==> config.mk <==
export PLATFORM = sky130hd
export DESIGN_NAME = gtxe2_chnl_rx_oob
export DESIGN_NICKNAME = d
export VERILOG_FILES = /design/src/rtl/gtxe2_chnl_rx_oob.sv
export SDC_FILE = /design/constraint.sdc
export NUM_CORES = 1
export LEC_CHECK = 0
export BUFFER_PORTS_ARGS = -buffer_cell sky130_fd_sc_hd__buf_4
export CORE_MARGIN = 5
export CORE_UTILIZATION = 40
export CTS_CLUSTER_SIZE = 20
export DETAILED_ROUTE_END_ITERATION = 6
export PLACE_DENSITY_LB_ADDON = 0.3
export SLEW_MARGIN = 40
export SYNTH_ARGS = -nofsm -noshare
export SYNTH_HDL_FRONTEND = slang
export SYNTH_SLANG_ARGS = --single-unit
==> constraint.sdc <==
create_clock -name clk -period 1.9 [get_ports clk]
set_input_delay 0.095 -clock clk [delete_from_list [all_inputs] [get_ports clk]]
set_output_delay 0.095 -clock clk [all_outputs]
set_load 0.1 [all_outputs]
==> src/rtl/gtxe2_chnl_rx_oob.sv <==
// SATA OOB detector for the RX channel model: classifies burst/gap timing of the
// per-word line-idle indication into COMINIT/COMWAKE pulses and a filtered RXELECIDLE.
module gtxe2_chnl_rx_oob #(
  parameter int BURST_MIN       = 8,
  parameter int BURST_MAX       = 24,
  parameter int WAKE_GAP_MIN    = 8,
  parameter int WAKE_GAP_MAX    = 24,
  parameter int INIT_GAP_MIN    = 36,
  parameter int INIT_GAP_MAX    = 60,
  parameter int BURST_CNT       = 4,
  parameter int ELECIDLE_FILTER = 4,
  parameter int CNT_W           = 8
) (
  input  logic clk,
  input  logic reset,
  input  logic idle_in,
  output logic RXELECIDLE,
  output logic RXCOMINITDET,
  output logic RXCOMWAKEDET
);

  typedef enum logic [1:0] {S_IDLE, S_BURST, S_GAP, S_DATA} state_t;
  typedef enum logic [1:0] {C_NONE, C_WAKE, C_INIT, C_BAD} cls_t;

  localparam int NB_W = $clog2(BURST_CNT + 1);
  localparam int IR_W = $clog2(ELECIDLE_FILTER + 1);

  localparam logic [CNT_W-1:0] LEN_ONE      = CNT_W'(1);
  localparam logic [CNT_W-1:0] LEN_SAT      = '1;
  localparam logic [CNT_W-1:0] L_BURST_MIN  = CNT_W'(BURST_MIN);
  localparam logic [CNT_W-1:0] L_BURST_MAX  = CNT_W'(BURST_MAX);
  localparam logic [CNT_W-1:0] L_WAKE_MIN   = CNT_W'(WAKE_GAP_MIN);
  localparam logic [CNT_W-1:0] L_WAKE_MAX   = CNT_W'(WAKE_GAP_MAX);
  localparam logic [CNT_W-1:0] L_INIT_MIN   = CNT_W'(INIT_GAP_MIN);
  localparam logic [CNT_W-1:0] L_INIT_MAX   = CNT_W'(INIT_GAP_MAX);
  localparam logic [NB_W-1:0]  NB_LAST      = NB_W'(BURST_CNT - 1);
  localparam logic [IR_W-1:0]  IR_FULL      = IR_W'(ELECIDLE_FILTER);
  localparam logic [IR_W-1:0]  IR_LAST      = IR_W'(ELECIDLE_FILTER - 1);

  state_t            state;
  cls_t              cls;
  cls_t              gap_cls;
  logic [CNT_W-1:0]  len;
  logic [NB_W-1:0]   nbursts;
  logic [IR_W-1:0]   idle_run;

  function automatic logic [CNT_W-1:0] sat_inc(input logic [CNT_W-1:0] v);
    return (v == LEN_SAT) ? v : v + LEN_ONE;
  endfunction

  function automatic cls_t classify_gap(input logic [CNT_W-1:0] v);
    if (v >= L_WAKE_MIN && v <= L_WAKE_MAX) return C_WAKE;
    if (v >= L_INIT_MIN && v <= L_INIT_MAX) return C_INIT;
    return C_BAD;
  endfunction

  assign gap_cls = classify_gap(len);

  always_ff @(posedge clk) begin
    if (!reset) begin
      state        <= S_IDLE;
      len          <= '0;
      nbursts      <= '0;
      cls          <= C_NONE;
      RXCOMINITDET <= 1'b0;
      RXCOMWAKEDET <= 1'b0;
    end else begin
      RXCOMINITDET <= 1'b0;
      RXCOMWAKEDET <= 1'b0;
      case (state)
        S_IDLE: begin
          if (!idle_in) begin
            state   <= S_BURST;
            len     <= LEN_ONE;
            nbursts <= '0;
            cls     <= C_NONE;
          end
        end
        S_BURST: begin
          if (!idle_in) begin
            // A burst longer than any OOB burst is ordinary traffic.
            if (len >= L_BURST_MAX) state <= S_DATA;
            else len <= sat_inc(len);
          end else if (len < L_BURST_MIN) begin
            state <= S_IDLE;
          end else if (nbursts == NB_LAST) begin
            RXCOMWAKEDET <= (cls == C_WAKE);
            RXCOMINITDET <= (cls == C_INIT);
            state        <= S_IDLE;
            nbursts      <= '0;
            cls          <= C_NONE;
          end else begin
            nbursts <= nbursts + NB_W'(1);
            len     <= LEN_ONE;
            state   <= S_GAP;
          end
        end
        S_GAP: begin
          if (idle_in) begin
            if (len >= L_INIT_MAX) state <= S_IDLE;
            else len <= sat_inc(len);
          end else begin
            state <= S_BURST;
            len   <= LEN_ONE;
            // A bad or class-changing gap restarts counting at the burst now starting.
            if (gap_cls == C_BAD || (cls != C_NONE && gap_cls != cls)) begin
              nbursts <= '0;
              cls     <= C_NONE;
            end else begin
              cls <= gap_cls;
            end
          end
        end
        S_DATA: begin
          if (idle_in) state <= S_IDLE;
        end
        default: state <= S_IDLE;
      endcase
    end
  end

  // Electrical-idle filter, independent of the OOB sequencer.
  always_ff @(posedge clk) begin
    if (!reset) begin
      idle_run   <= '0;
      RXELECIDLE <= 1'b1;
    end else if (!idle_in) begin
      idle_run   <= '0;
      RXELECIDLE <= 1'b0;
    end else begin
      if (idle_run != IR_FULL) idle_run <= idle_run + IR_W'(1);
      if (idle_run >= IR_LAST) RXELECIDLE <= 1'b1;
    end
  end

endmodule

==> results of run 1 <==
[layout make-up]
class	count	area [µm²]	share of cell area
flip-flops and latches	21	435	0.246
inverters	10	37.5	0.0212
clock buffers	4	26.3	0.0148
repair buffers	39	293	0.165
multi-input cells	121	921	0.520
well taps	46	57.6	0.0325
[sequential cells by signal, summed over array words and instances, names as in the netlist]
signal	flops
idle_run	3
state	2
RXCOMWAKEDET	1
nbursts	3
cls	2
len	8
RXELECIDLE	1
RXCOMINITDET	1
[cells by family (layout without fill, tap and decap cells)]
family	count (synthesis)	in the layout	synth area share
AO/OA/AOI/OAI	46	46	0.241
XOR/XNOR	2	2	0.0128
adder cells (fa/ha/maj)	11	11	0.101
buffers and inverters	17	53	0.0485
flip-flops	21	21	0.308
multiplexers	4	4	0.0293
AND/OR/NAND/NOR	58	58	0.260
[layout by cell type, fill, tap and decap left out, types with 2 or more instances in the layout]
master and instances:
a21o_1 2, a21oi_1 9, a31oi_1 3, a41o_1 3, and2_1 2, and3_1 4, buf_4 39, clkbuf_4 3
dfxtp_1 13, dfxtp_2 6, dfxtp_4 2, ha_1 9, ha_2 2, inv_1 10, mux2i_1 4, nand2_1 11
nand3_1 8, nand3b_1 2, nand4_1 2, nor2_1 9, nor2b_1 5, nor4b_1 2, o211a_1 2, o21a_1 2
o21ai_0 8, o21ai_1 4, o31a_1 2, o31ai_1 3, xnor2_1 2
[cell usage after synthesis (all sizes together) (4+ instances only)]
| library cell | number | area [µm²] |
|---|---|---|
| o31ai | 4 | 43.8 |
| ha | 11 | 138 |
| nor4b | 4 | 50.1 |
| and3 | 4 | 25.0 |
| inv | 10 | 37.5 |
| nor2b | 5 | 31.3 |
| nand3 | 8 | 40.0 |
| mux2i | 4 | 40.0 |
| nand2 | 12 | 45.0 |
| nor2 | 9 | 33.8 |
| dfxtp | 21 | 420 |
| clkbuf | 4 | 15.0 |
| o21ai | 13 | 65.1 |
| a21oi | 10 | 53.8 |
[report_power, final]
part	leakage, nW	switching [mW]	internal [mW]	total [mW]
clock network	0.0150	0.142	0.0819	0.224
logic	0.604	0.119	0.103	0.221
registers	0.175	0.00860	0.451	0.459
[per-stage QoR]
| step | total power, mW | hold slack [ns] | cell area, µm² |
|---|---|---|---|
| final | 0.905 | 0.0927 | 1770 |
| after global routing | 0.962 | 0.0902 | 1770 |
| after global placement | 0.671 | 0.416 | 1650 |
| after detailed placement | 0.678 | 0.420 | 1650 |
| after CTS | 0.903 | 0.0882 | 1700 |
| after floorplan | 0.606 | 0.247 | 1370 |
[what timing repair did]
action	4_1_cts	5_1_grt
gates resized for setup	6	19
buffers inserted	1	4
endpoints found under the setup margin	5	12
pin swaps	1	8
cloned	0	0
[worst max-delay path by stage]
stage | from | cells after the start | end
floorplan | len[7] | 5 | nbursts[2]
global placement | len[5] | 6 | len[0]
detailed placement | len[5] | 6 | len[0]
CTS | len[3] | 5 | len[0]
global route | len[5] | 5 | nbursts[2]
finish | len[5] | 5 | nbursts[2]
[per-layer routing]
layer  share of wire  vias to the layer above
met3           0.045                        6
met2            0.51                       37
met4           0.015                        0
met5               0                        -
met1            0.43                      628
li1                -                      655
==> flow_metrics.env, run 1 <==
export IMPL_dr_pass1_iters=4
export IMPL_synth_area_per_cell_um2=8.59
export IMPL_timing_rr_end="nbursts[2]"
export IMPL_dieArea_um2=4680
export IMPL_fmax_mhz=525
export IMPL_grt_util_met2=0.273
export IMPL_synth_seq_area_share=0.308
export IMPL_vias_per_cell=5.50
export IMPL_reg2reg_from="len[5]"
export IMPL_ios=6
export IMPL_tightest_slew_ns=0.384
export IMPL_crit_slowest_cell="or4b_4"
export IMPL_num_antenna_cells=0
export IMPL_postRouteAntennaNets=0
export IMPL_worst_path_buf_inv=0
export IMPL_endpoint_kind="register"
export IMPL_drc=0
export IMPL_gr_max_usage_layer="met2"
export IMPL_port_buffer_count=5
export IMPL_cts_tree="done"
export IMPL_grt_max_degree=24
export IMPL_drive_gt1_frac=0.328
export IMPL_min_period_over_period=1.00
export IMPL_path_class="reg2reg"
export IMPL_synthesis_nets=173
export IMPL_ir_drop_mv=0.215
export IMPL_core_area_um2=3310
export IMPL_cts_made_buffers=3
export IMPL_start_kind="register"
export IMPL_path_cells="or3_4 > nor3_4 > nor4_2 > or4b_4 > o211a_1"
export IMPL_grt_overflow_total=0
export IMPL_nets=210
export IMPL_holdCritStartpoint="reset"
export IMPL_postRouteWirelength_mm=3.41
export IMPL_clk_pin_slew_worst_paths_ns=0.12
export IMPL_root_buffer="clkbuf_4"
export IMPL_initialDrtViolationCount=87
export IMPL_worst_r2r_path_depth=5
export IMPL_pre_cts_ws_ns=-0.0677
export IMPL_gp_congestion=0.906
export IMPL_r2r_setup_slack_ns=-0.004
export IMPL_setup_violations=1
export IMPL_grt_usage=0.161
export IMPL_final_util=0.535
export IMPL_fillers=332
export IMPL_finalWorstSetupSlack_ns=-0.00428
export IMPL_clock_sinks=21
export IMPL_cts_buffer_depth=2
export IMPL_wl_per_cell_um=14.1
export IMPL_vias=1326
export IMPL_drv_slew=0
export IMPL_p_leak_nw=0.794
export IMPL_synth_edff_count=0
export IMPL_powerDensity_nw_per_um2=511
export IMPL_yosysWarnings=0
export IMPL_start_util=0.413
export IMPL_slowest_delay_ns=0.56
export IMPL_syn_to_final_growth_pct=29.6
export IMPL_arrival_ns=2.12
export IMPL_synth_seq_cells=21
export IMPL_place_inst=232
export IMPL_skew_ns=0.00496
export IMPL_fin_setup_tns_ns=-0.00428
export IMPL_clk_latency_ns=0.31
export IMPL_critPathMaxFanout=5
export IMPL_instances_no_fill=241
export IMPL_post_dp_hpwl_mm=2.53
export IMPL_use_met1=0.204
export IMPL_num_rows=21
export IMPL_ys_types=43
export IMPL_synth_flop_cell="dfxtp_1"
export IMPL_gr_usage_met3=0.0230
export IMPL_maxCapViolations=0
export IMPL_synth_async_reset_ratio=0
export IMPL_rsz0062_at_grt="true"
export IMPL_min_period_ns=1.90
export IMPL_die_y_um=68.4
export IMPL_hold_path_cell_count=2
export IMPL_outcome="complete, but fails checks"
export IMPL_hold_path_class="in2reg"
export IMPL_die_w_um=68.4
export IMPL_hold_buffers=0
export IMPL_hold_end="RXELECIDLE"
export IMPL_htree_levels=1
export IMPL_finalHoldViolCount=0
export IMPL_syn_inst=159
export IMPL_slew_headroom=0.740
export IMPL_violations="setup timing"
export IMPL_antenna_found_initial=0
export IMPL_grt_pass1_vias=1258
export IMPL_required_ns=2.12
export IMPL_synth_area_um2=1370
export IMPL_critPathTopFamily="simple AND/OR/NAND/NOR gates"
export IMPL_grt_pass1_wl_mm=5.72
No activity file was read; power rests on OpenSTA's default activity.
==> run 2: changes to the inputs <==
- RECOVER_POWER: unset -> 50
==> flow_metrics.env, run 2 (synthesis results as in run 1) <==
export IMPL_slowest_delay_ns=0.56
export IMPL_drv_slew=0
export IMPL_place_inst=232
export IMPL_power_total_mw=0.904
export IMPL_tightest_slew_ns=0.542
export IMPL_skew_ns=0.00378
export IMPL_gp_congestion=0.906
export IMPL_min_period_ns=1.90
export IMPL_final_common_cell="buf_4"
export IMPL_wl_per_cell_um=14.1
export IMPL_outcome="complete, but fails checks"
export IMPL_num_rows=21
export IMPL_violations="setup timing"
export IMPL_start_util=0.413
export IMPL_postRouteWirelength_mm=3.40
export IMPL_core_area_um2=3310
export IMPL_finalHoldViolCount=0
export IMPL_critPathMaxFanout=5
export IMPL_vias=1328
export IMPL_ir_drop_mv=0.215
export IMPL_die_w_um=68.4
export IMPL_slew_headroom=0.640
export IMPL_powerDensity_nw_per_um2=513
export IMPL_maxCapViolations=0
export IMPL_vias_per_cell=5.51
export IMPL_cts_tree="done"
export IMPL_port_buffer_count=5
export IMPL_grt_pass1_vias=1258
export IMPL_crit_slowest_cell="or4b_4"
export IMPL_htree_levels=1
export IMPL_dr_pass1_iters=4
export IMPL_grt_usage=0.161
export IMPL_ios=6
export IMPL_start_kind="register"
export IMPL_rsz0062_at_grt="true"
export IMPL_largest_reg_flops=8
export IMPL_cts_buffer_depth=2
export IMPL_drc=0
export IMPL_post_dp_hpwl_mm=2.53
export IMPL_dieArea_um2=4680
export IMPL_final_cell_mix="buf_4 (36), dfxtp_1 (14), nand2_1 (11), inv_1 (10)"
export IMPL_path_class="reg2reg"
export IMPL_min_period_over_period=1.00
export IMPL_holdWs_ns=0.0916
export IMPL_p_leak_nw=0.791
export IMPL_path_cells="or3_4 > nor3_4 > nor4_2 > or4b_4 > o211a_1"
export IMPL_arrival_ns=2.12
export IMPL_cts_made_buffers=3
export IMPL_grt_pass1_wl_mm=5.72
export IMPL_fmax_mhz=525
export IMPL_clk_latency_ns=0.31
export IMPL_num_antenna_cells=0
export IMPL_hold_path_class="in2reg"
export IMPL_initialDrtViolationCount=92
export IMPL_hold_buffers=0
export IMPL_fillers=334
export IMPL_clk_pin_slew_worst_paths_ns=0.12
export IMPL_root_buffer="clkbuf_4"
export IMPL_postRouteAntennaNets=0
export IMPL_grt_overflow_total=0
export IMPL_grt_max_degree=24
export IMPL_top_register="len"
export IMPL_endpoint_kind="register"
export IMPL_setup_violations=1
export IMPL_finalWorstSetupSlack_ns=-0.00480
export IMPL_required_ns=2.12
export IMPL_instances_no_fill=241
export IMPL_drive_gt1_frac=0.323
export IMPL_clock_sinks=21
export IMPL_antenna_found_initial=0
export IMPL_syn_to_final_growth_pct=28.9
export IMPL_top_regs="len (8), idle_run (3), nbursts (3)"
export IMPL_nets=210
export IMPL_die_y_um=68.4
==> run 2: area by class of cell <==
type | instances | area (µm²) | area share
inverter | 10 | 37.5 | 0.0213
tap | 46 | 57.6 | 0.0327
clock buffer | 4 | 26.3 | 0.0149
sequential | 21 | 434 | 0.246
multi-input combinational | 121 | 921 | 0.523
timing repair buffer | 39 | 285 | 0.162
==> run 2: critical path, delay by kind of cell (launching register included) <==
kind | cells | cell delay (ns)
simple gates | 4 | 1.20
flops | 1 | 0.38
compound gates | 1 | 0.23
==> run 2: routing by layer <==
layer,track usage,part of all wire
met2,0.273,0.51
met4,0.0620,0.017
met5,0,0
met1,0.204,0.43
met3,0.0230,0.041
==> run 2: final timing paths <==
check	start	end	slack [ns]	depth (start not counted)
worst max-delay path	len[5]	nbursts[2]	-0.005	5
worst min register to register	nbursts[1]	nbursts[1]	0.48	2
worst max register to register	len[5]	nbursts[2]	-0.005	5
worst min-delay path	reset	RXELECIDLE	0.09	2
==> run 2: per-stage QoR <==
step	setup TNS (ns)	setup WS, ns	util	area (µm²)
CTS	0	0.000649	0.514	1700
detailed placement	-0.0928	-0.0677	0.498	1650
global route	-0.0659	-0.0570	0.532	1760
floorplan	0	0.0195	-	1370
global placement	-0.0197	-0.0197	0.498	1650
finish	-0.00480	-0.00480	0.532	1760
==> run 2: timing repair <==
action	CTS	global route
setup endpoints to repair	5	12
resized for setup	6	19
pin swaps	1	8
buffers inserted	1	4
==> run 2: power by group <==
group | switching (mW) | internal, mW
Sequential | 0.00851 | 0.450
Combinational | 0.119 | 0.102
Clock | 0.142 | 0.0820
Total | 0.270 | 0.634
